<file path="src/rtl/mem_port_arbiter.sv">
// rtl/mem_port_arbiter.sv - shares one variable-latency memory between the fetch and data ports.
// The data port wins a cold start; a port completing hands the memory to the other if it is waiting.
module mem_port_arbiter #(
  parameter int ADDR_W = 32,
  parameter int DATA_W = 32
) (
  input  logic              clk,
  input  logic              rst,
  input  logic              if_req,
  input  logic [ADDR_W-1:0] if_addr,
  output logic [DATA_W-1:0] if_rdata,
  output logic              if_done,
  output logic              if_stall,
  input  logic              mem_rd,
  input  logic              mem_wr,
  input  logic [ADDR_W-1:0] mem_addr,
  input  logic [DATA_W-1:0] mem_wdata,
  output logic [DATA_W-1:0] mem_rdata,
  output logic              mem_done,
  output logic              mem_stall,
  output logic              ram_req,
  output logic              ram_we,
  output logic [ADDR_W-1:0] ram_addr,
  output logic [DATA_W-1:0] ram_wdata,
  input  logic [DATA_W-1:0] ram_rdata,
  input  logic              ram_ready
);

  typedef enum logic [1:0] {
    IDLE     = 2'd0,
    BUSY_MEM = 2'd1,
    BUSY_IF  = 2'd2
  } state_t;

  state_t              state_q, state_d;
  logic                ram_req_q, ram_req_d;
  logic                ram_we_q, ram_we_d;
  logic [ADDR_W-1:0]   ram_addr_q, ram_addr_d;
  logic [DATA_W-1:0]   ram_wdata_q, ram_wdata_d;
  logic [DATA_W-1:0]   if_rdata_q, if_rdata_d;
  logic [DATA_W-1:0]   mem_rdata_q, mem_rdata_d;
  logic                if_done_q, if_done_d;
  logic                mem_done_q, mem_done_d;

  logic                mem_any;
  logic                mem_pend;
  logic                if_pend;

  // A port showing done is still presenting the request just served, so it must not win again.
  assign mem_any  = mem_rd | mem_wr;
  assign mem_pend = mem_any & ~mem_done_q;
  assign if_pend  = if_req & ~if_done_q;

  always_comb begin
    state_d     = state_q;
    ram_req_d   = ram_req_q;
    ram_we_d    = ram_we_q;
    ram_addr_d  = ram_addr_q;
    ram_wdata_d = ram_wdata_q;
    if_rdata_d  = if_rdata_q;
    mem_rdata_d = mem_rdata_q;
    if_done_d   = 1'b0;
    mem_done_d  = 1'b0;

    case (state_q)
      IDLE: begin
        if (mem_pend) begin
          state_d     = BUSY_MEM;
          ram_req_d   = 1'b1;
          ram_we_d    = mem_wr;
          ram_addr_d  = mem_addr;
          ram_wdata_d = mem_wdata;
        end else if (if_pend) begin
          state_d    = BUSY_IF;
          ram_req_d  = 1'b1;
          ram_we_d   = 1'b0;
          ram_addr_d = if_addr;
        end
      end

      BUSY_MEM: begin
        if (ram_ready) begin
          mem_done_d = 1'b1;
          if (!ram_we_q) begin
            mem_rdata_d = ram_rdata;
          end
          if (if_pend) begin
            state_d    = BUSY_IF;
            ram_we_d   = 1'b0;
            ram_addr_d = if_addr;
          end else begin
            state_d   = IDLE;
            ram_req_d = 1'b0;
          end
        end
      end

      BUSY_IF: begin
        if (ram_ready) begin
          if_done_d  = 1'b1;
          if_rdata_d = ram_rdata;
          if (mem_pend) begin
            state_d     = BUSY_MEM;
            ram_we_d    = mem_wr;
            ram_addr_d  = mem_addr;
            ram_wdata_d = mem_wdata;
          end else begin
            state_d   = IDLE;
            ram_req_d = 1'b0;
          end
        end
      end

      default: begin
        state_d   = IDLE;
        ram_req_d = 1'b0;
      end
    endcase
  end

  always_ff @(posedge clk or negedge rst) begin
    if (!rst) begin
      state_q     <= IDLE;
      ram_req_q   <= 1'b0;
      ram_we_q    <= 1'b0;
      ram_addr_q  <= '0;
      ram_wdata_q <= '0;
      if_rdata_q  <= '0;
      mem_rdata_q <= '0;
      if_done_q   <= 1'b0;
      mem_done_q  <= 1'b0;
    end else begin
      state_q     <= state_d;
      ram_req_q   <= ram_req_d;
      ram_we_q    <= ram_we_d;
      ram_addr_q  <= ram_addr_d;
      ram_wdata_q <= ram_wdata_d;
      if_rdata_q  <= if_rdata_d;
      mem_rdata_q <= mem_rdata_d;
      if_done_q   <= if_done_d;
      mem_done_q  <= mem_done_d;
    end
  end

  assign ram_req   = ram_req_q;
  assign ram_we    = ram_we_q;
  assign ram_addr  = ram_addr_q;
  assign ram_wdata = ram_wdata_q;
  assign if_rdata  = if_rdata_q;
  assign mem_rdata = mem_rdata_q;
  assign if_done   = if_done_q;
  assign mem_done  = mem_done_q;

  assign if_stall  = if_req & ~if_done_q;
  assign mem_stall = mem_any & ~mem_done_q;

endmodule

</file>
<file path="config.mk">
export PLATFORM = sky130hd
export DESIGN_NAME = mem_port_arbiter
export DESIGN_NICKNAME = d
export VERILOG_FILES = /design/src/rtl/mem_port_arbiter.sv
export SDC_FILE = /design/constraint.sdc
export NUM_CORES = 1
export LEC_CHECK = 0
export CAP_MARGIN = 20
export CORE_ASPECT_RATIO = 1.75
export CORE_MARGIN = 2
export CORE_UTILIZATION = 44
export CTS_CLUSTER_DIAMETER = 50
export DETAILED_ROUTE_END_ITERATION = 8
export HOLD_SLACK_MARGIN = 0.15
export PLACE_DENSITY = 0.87
export SYNTH_ARGS = -nofsm -noshare
export SYNTH_HDL_FRONTEND = slang
export SYNTH_SLANG_ARGS = --single-unit
</file>
<file path="constraint.sdc">
create_clock -name clk -period 3 [get_ports clk]
set_input_delay 0.45 -clock clk [delete_from_list [all_inputs] [get_ports clk]]
set_output_delay 0.45 -clock clk [all_outputs]
set_load 0.1 [all_outputs]
</file>
# == Yosys cells after proc, flatten, opt, wreduce, memory -nomap -nowiden ==
# Index checks and enable logic that the tools add are counted.
# word_totals
word_cells,64
ff_bits,134
output_inout_bits,134
in_bits,134
# op_classes
n_reduce_logical,9
mux,32
n_bitwise,6
n_eq_ne,8
# ops
op,n
32-bit two-way mux,7
32-bit case mux with 3 select lines,1
32-bit case mux with 2 select lines,1
1-bit two-way mux,15
2-bit two-way mux,5
"2-bit != test, second input constant",5
1-bit case mux with 3 select lines,2
2-bit case mux with 3 select lines,1
3-bit AND reduction,2
5-bit AND reduction,1
2-bit AND reduction,2
4-bit AND reduction,1
"3-bit != test, second input constant",1
1-bit NOT,3
3-bit nonzero test,1
1-bit AND,2
"2-bit by 1-bit equality test with 1-bit output, second input constant",1
"2-bit equality test, second input constant",1
2-bit zero test,1
2-bit nonzero test,1
1-bit bitwise OR,1

# == Depth between registers and ports, before layout ==
# Gate-level depths: netlist of the first run.
# logic_depth
word_depth,5
depth_mapped,8
depth_no_buf,6

# == Worst setup path before layout of the first run ==
# OpenSTA, ideal clock, no wires.
# synth_path
kind,reg2reg
start,reg mem_done_q (netlist: mem_done)
end,reg ram_addr_q[16] (netlist: ram_addr[16])
t_arrival_ns,2.551
stages_incl_launch_ff,6
required_ns,2.874
setup_slack_ns,0.323
synth_period_minus_slack_ns,2.677
setup_ns,0.126
path_buffers,1
path_cell_list,dfrtp_1 > o21bai_4 > inv_1 > o211ai_2 > buf_2 > a221o_1
# synth_between
elab_chain_len,4
word_cells_on_any_way,6
classes_between,eq/ne (1); mux (2); bitwise (2); reduce/logical (1)
# synth_lines
item,line_no,source
"start, declared",43,"logic mem_done_q, mem_done_d;"
"start signal, assigned",141,mem_done_q <= mem_done_d;
1-bit NOT *,-,
1-bit AND *,-,
via mem_stall,20,"output logic mem_stall,"
32-bit two-way mux or 2-bit != test (tied branches),-,
32-bit case mux with 3 select lines or 4-bit AND reduction (tied branches),-,
"end signal, assigned",136,ram_addr_q <= ram_addr_d;
"end, declared",38,"logic [ADDR_W-1:0] ram_addr_q, ram_addr_d;"
# Mark *: on every way through the listed nets, which the timed path passes. The rest lies on a longest branch.
# A chain may end at the register's enable or synchronous reset.

# == Final worst setup path of the first run ==
# layout_path
start,reg state_q[0]
end,reg ram_addr_q[21] (netlist: ram_addr[21])
# layout_between
elab_chain_len,3
word_cells_on_any_way,9
classes_between,eq/ne (5); mux (1); reduce/logical (3)
# layout_lines
item,line_no,source
"start, declared",35,"state_t state_q, state_d;"
"start signal, assigned",133,state_q <= state_d;
"2-bit equality test, or another cell as far along",65,case (state_q)
2-bit != test (no line) or 3-bit nonzero test (tied branches),-,
4-bit AND reduction (no line),-,
# Several ways; a longest one is shown, not always the timed one.

==> flow_metrics.tcl, run 1 <==
set metrics [dict create \
    status "completed" \
    fillers 819 \
    core.rowCount 53 \
    root_buffer "clkbuf_16" \
    syn_area_per_cell_um2 15.38 \
    path_max_fanout 32 \
    syn_to_final_growth_pct 58.48 \
    rsz0062_at_grt "false" \
    path_clk_slew_ns 0.06 \
    wl_per_cell_um 19.24 \
    grt_start_max_net_pins 51 \
    timing.fmax_mhz 460.6 \
    hold_viol_final 0 \
    synth_warnings 0 \
    die_w_um 87.73 \
    period_share_pct 72.38 \
    path_class "reg -> reg" \
    slew_headroom_pct 42.29 \
    io_buffers 267 \
    ys_seq_area_share_pct 62.12 \
    crit_arrival_ns 2.50 \
    track_usage_pct 23.48 \
    clock-sinks 134 \
    overflow 0 \
    ys_ff_latch 134 \
    slew_violations 0 \
    multi_input_area_um2 1908 \
    nets 762 \
    initialDrtViolationCount 135 \
    post_cts_resized 0 \
    vias 4085 \
    seqCellArea_um2 3353 \
    drv_cap 0 \
    grt_pass1_vias 4469 \
    hp-class "reg -> reg" \
    place.gp.congestion 0.9269 \
    cts-htree-levels 4 \
    period_needed_ns 2.171 \
    grt_antenna_before_repair 0 \
    die_y_um 150.5 \
    final_cell_mix "buf_4 (139), dfrtp_1 (134), clkdlybuf4s50_1 (132), mux2_2 (93), and2_1 (33)" \
    setup_viol 0 \
    crit_path_end_kind "flip-flop" \
    drt_drc_violations_left 0 \
    fin_tns_setup_ns 0 \
    dieArea_um2 13200 \
    start_util_pct 44.97 \
    start_kind "flip-flop" \
    cts_hold_buffers 1 \
    cts_setup_buffers 0 \
    dp_hpwl_mm 11.60 \
    cts_made_buffers 17 \
    yosysTopAreaCellShare_pct 62.12 \
    core_um2 12000 \
    synth_cell_types 28 \
    clock_skew_ns 0.01050 \
    drt-total-wl_mm 15.41 \
    synth_nets 489 \
    insertion_delay_ns 0.40 \
    final_common_cell "buf_4" \
    drtAntennaViolNets 0 \
    cts_tree "yes" \
    num_antenna_cells 0 \
    syn_area_um2 5398 \
    drive_above_1_share_pct 43.24 \
    drtPass1Iterations 4 \
    required_ns 3.33 \
    synth_area_leaders "dfrtp_1 (62%), mux2_2 (19%), a221o_1 (5.9%)" \
    synth_top_cell_by_area "dfrtp_1" \
    grt_first_pass_wirelength_mm 23.28 \
    tightest_slew_ns 0.8656 \
    cts_max_path_buffers 2 \
    routed_via_density 5.100 \
    io_pins 268 \
    syn_inst 351 \
]
==> kinds of logic after synthesis <==
group           synth area share [%]
flops                          62.12
fa+ha+maj                     0.9273
compound gates                 9.319
mux                            20.24
simple gates                   4.682
buf+inv                        2.712
==> layout make-up <==
cell class,count,area share [%]
Sequential cell,134,39.20
Timing Repair Buffer,274,28.23
Multi-Input combinational cell,190,22.31
Clock buffer,19,5.178
Tap cell,165,2.413
Clock inverter,12,2.369
Inverter,7,0.3072
==> synth_stat cells <==
cell,count
a2111oi_4,2
a21oi_1,1
a21oi_2,1
a221o_1,32
a221oi_1,1
a22o_1,1
a22oi_1,1
a31o_2,1
and2_1,33
buf_2,12
buf_6,4
clkbuf_1,4
dfrtp_1,134
ha_1,4
inv_1,6
inv_2,1
mux2_1,4
mux2_2,93
nand2_1,6
nand2b_1,2
nand3_1,1
nor2_2,1
o211a_4,1
o211ai_1,1
o211ai_2,1
o21ba_4,1
o21bai_4,1
o31ai_1,1
==> stage by stage <==
stage	cells	hold slack [ns]	setup slack [ns]	utilization (%)	instance area [um2]
5_1_grt	801	0.5214	0.6971	71.27	8554
4_1_cts	801	0.4950	0.8218	71.27	8554
2_1_floorplan	351	0.1544	0.3232	-	5398
3_5_place_dp	769	0.4830	0.6790	65.81	7899
3_3_place_gp	769	0.4699	0.6843	65.81	7899
6_report	801	0.4886	0.8287	71.27	8554
==> routing by layer <==
metal | part of all wire (%) | vias to the layer above | GRT usage [%] | wire (um)
met3 | 7.1 | 24 | 7.511 | 1100
met2 | 56 | 178 | 42.20 | 8671
met4 | 2.6 | 0 | 10.38 | 405
met1 | 34 | 2056 | 24.36 | 5232
li1 | - | 1827 | - | -
met5 | 0 | - | 0 | 0
==> flip-flops by register name, summed over array words and instances (netlist names) <==
register,count
if_rdata,32
mem_rdata,32
ram_addr,32
ram_wdata,32
state_q,2
if_done,1
mem_done,1
ram_req,1
ram_we,1
==> path summary, 6_finish.rpt <==
| check | from | to | slack, ns | cells past startpoint |
|---|---|---|---|---|
| max | state_q[0]$_DFFE_PN0P_ | ram_addr[21]$_DFFE_PN0P_ | 0.83 | 6 |
| min in group asynchronous | rst | if_done$_DFF_PN0_ | 0.59 | 2 |
| min reg2reg | ram_wdata[4]$_DFFE_PN0P_ | ram_wdata[4]$_DFFE_PN0P_ | 0.49 | 1 |
| max in group asynchronous | rst | if_rdata[7]$_DFFE_PN0P_ | 1.44 | 3 |
| max reg2reg | state_q[0]$_DFFE_PN0P_ | ram_addr[21]$_DFFE_PN0P_ | 0.83 | 6 |
| min | ram_wdata[4]$_DFFE_PN0P_ | ram_wdata[4]$_DFFE_PN0P_ | 0.49 | 1 |
==> critical path: stages, from the launching register on <==
cell and delay, ns:
dfrtp_1 0.39, inv_1 0.08, ha_1 0.33, o21ba_4 0.28, a2111oi_4 0.30, o211a_4 0.46, a221o_1 0.24
Power of run 1 is left out: the tool's default activity adds up to more than one toggle a clock period on the data nets, which glitch-free logic cannot reach.
==> inputs of run 2 (changes only) <==
- CORE_UTILIZATION: 44 -> 36
- PLACE_DENSITY: 0.87 -> 0.76
- clock period: 3 -> 1.9 ns (I/O delays scaled with it)
==> run 2 against run 1 <==
Against the previous run:
- non-clock buffer count rose by 18
- cell count rose by 4.5%
- global-route usage fell by 4.9 points
- register-to-register slack got worse by 0.80 ns
- final area rose by 4.7%
- via count rose by 2.1%
- die area rose by 21%
- hold slack got worse by 0.18 ns
- count of clock-buffer cells in the layout rose by 1
- first-iteration DRC count fell by 43%
- largest cell class unchanged
==> flow_metrics.tcl, run 2 (synthesis results as in run 1) <==
set metrics [dict create \
    status "completed" \
    clock_skew_ns 0.009781 \
    die_w_um 96.56 \
    clock-sinks 134 \
    cts_tree "yes" \
    cts_max_path_buffers 2 \
    fillers 1177 \
    grt_pass1_vias 4615 \
    critPathSlowestCell "dfrtp_1" \
    dp_hpwl_mm 11.25 \
    dieArea_um2 16030 \
    insertion_delay_ns 0.40 \
    drive_above_1_share_pct 46.33 \
    drt-total-wl_mm 15.44 \
    io_buffers 267 \
    io_pins 268 \
    met3_usage_pct 4.946 \
    hold_viol_final 0 \
    slew_headroom_pct 71.21 \
    final_cell_mix "buf_4 (145), dfrtp_1 (131), clkdlybuf4s50_1 (131), mux2_2 (93), and2_1 (33)" \
    final_common_cell "buf_4" \
    cts-htree-levels 4 \
    track_usage_pct 18.59 \
    busiest_layer "met2" \
    crit_path_end_kind "flip-flop" \
    setup_viol 0 \
    path_buf_inv 2 \
    vias 4169 \
    grt_first_pass_wirelength_mm 22.93 \
    core_um2 14760 \
    drtPass1Iterations 4 \
    initialDrtViolationCount 77 \
    dp.cells 799 \
    period_needed_ns 1.873 \
    die_y_um 166.0 \
    syn_to_final_growth_pct 65.88 \
    path_class "reg -> reg" \
    path_clk_slew_ns 0.06 \
    gr-usage-met2_pct 34.21 \
    final_cell_area_um2 8954 \
    required_ns 2.17 \
    overflow 0 \
    post_layout_nonfiller_instances 837 \
    place.gp.congestion 0.7420 \
    crit_chain "buf_4, ha_4, o21ba_4, nor2_4, o211ai_4, clkbuf_16, a221o_1" \
    crit_arrival_ns 2.15 \
    nets 780 \
    rsz0062_at_grt "true" \
    grt_start_max_net_pins 50 \
    hp-class "in -> reg" \
    drt_drc_violations_left 0 \
    crit_path_max_incr_delay_ns 0.39 \
    routed_via_density 4.981 \
    wl_per_cell_um 18.44 \
    num_antenna_cells 0 \
    start_kind "flip-flop" \
    period_share_pct 98.56 \
    drtAntennaViolNets 0 \
    path_max_fanout 16 \
    grt_util_met1_pct 18.36 \
    timing.fmax_mhz 534.0 \
    slew_violations 0 \
    dpl_cell_area_um2 8147 \
    cts_made_buffers 17 \
    drv_cap 0 \
    r2r_slack_ns 0.03 \
    grt_antenna_before_repair 0 \
    critPathTopFamily "compound AO/OA/AOI/OAI gates" \
    start_util_pct 36.56 \
    fin_tns_setup_ns 0 \
    root_buffer "clkbuf_16" \
    tightest_slew_ns 0.4318 \
    core.rowCount 59 \
]
[run 2: changes by cell type in the layout (fill, tap and decap cells not counted), moves of 2 or more]
| cell | before | now |
|---|---|---|
| buf_4 | 139 | 145 |
| inv_1 | 6 | 4 |
| ha_1 | 4 | 1 |
| clkbuf_16 | 17 | 19 |
| ha_4 | 0 | 2 |
| dfrtp_1 | 134 | 131 |
| buf_12 | 2 | 11 |
| dfrtp_2 | 0 | 2 |
| clkinv_2 | 2 | 0 |
[run 2: final cells by class]
cell class                 instances  area [um2]  area share (%)
timing repair buffer             292        2704           30.20
inverter                           7       30.03          0.3354
sequential                       134        3359           37.52
clock inverter                    11       222.7           2.487
multi-input combinational        190        1962           21.91
clock buffer                      20       446.7           4.989
tap                              183       229.0           2.557
[run 2: worst register-to-register path, cell delays in order, from the launching register on]
cell and delay (ns):
dfrtp_1 0.39, buf_4 0.15, ha_4 0.18, o21ba_4 0.24, nor2_4 0.13, o211ai_4 0.11, clkbuf_16 0.20, a221o_1 0.35
[run 2: per-stage QoR]
step / utilization, % / setup WS (ns) / hold WS, ns
6_report: 60.64 / 0.02736 / 0.3116
5_1_grt: 60.64 / -0.02353 / 0.3282
4_1_cts: 59.87 / 0.001733 / 0.3871
3_5_place_dp: 55.18 / -0.1457 / 0.2461
3_3_place_gp: 55.18 / -0.1092 / 0.2375
2_1_floorplan: - / -0.3489 / -0.01059
[run 2: worst paths after layout]
| kind | start | cells after the start | to |
|---|---|---|---|
| hold reg to reg | ram_wdata[19]$_DFFE_PN0P_ | 1 | ram_wdata[19]$_DFFE_PN0P_ |
| setup reg to reg | state_q[1]$_DFFE_PN0P_ | 7 | ram_addr[23]$_DFFE_PN0P_ |
| setup / recovery | state_q[1]$_DFFE_PN0P_ | 7 | ram_addr[23]$_DFFE_PN0P_ |
| min in group asynchronous | rst | 2 | ram_wdata[29]$_DFFE_PN0P_ |
| hold / removal | mem_wr | 3 | ram_we$_DFFE_PN0P_ |
| max in group asynchronous | rst | 3 | if_rdata[3]$_DFFE_PN0P_ |
[run 2: timing repair]
action / in CTS / in global routing
cloned: 0 / 2
setup buffers: 1 / 3
hold buffers: 1 / 0
pin swaps: 2 / 5
endpoints found under the hold margin: 43 / 0
endpoints found under the setup margin: 33 / 33
gates resized for setup: 2 / 7
[run 2: per-layer routing]
metal | vias to the layer above | share of wire [%]
met1 | 2096 | 34
met4 | 0 | 3.9
met5 | - | 0
met3 | 42 | 6.8
met2 | 177 | 55
li1 | 1854 | -
Power of run 2 is left out for the same reason.
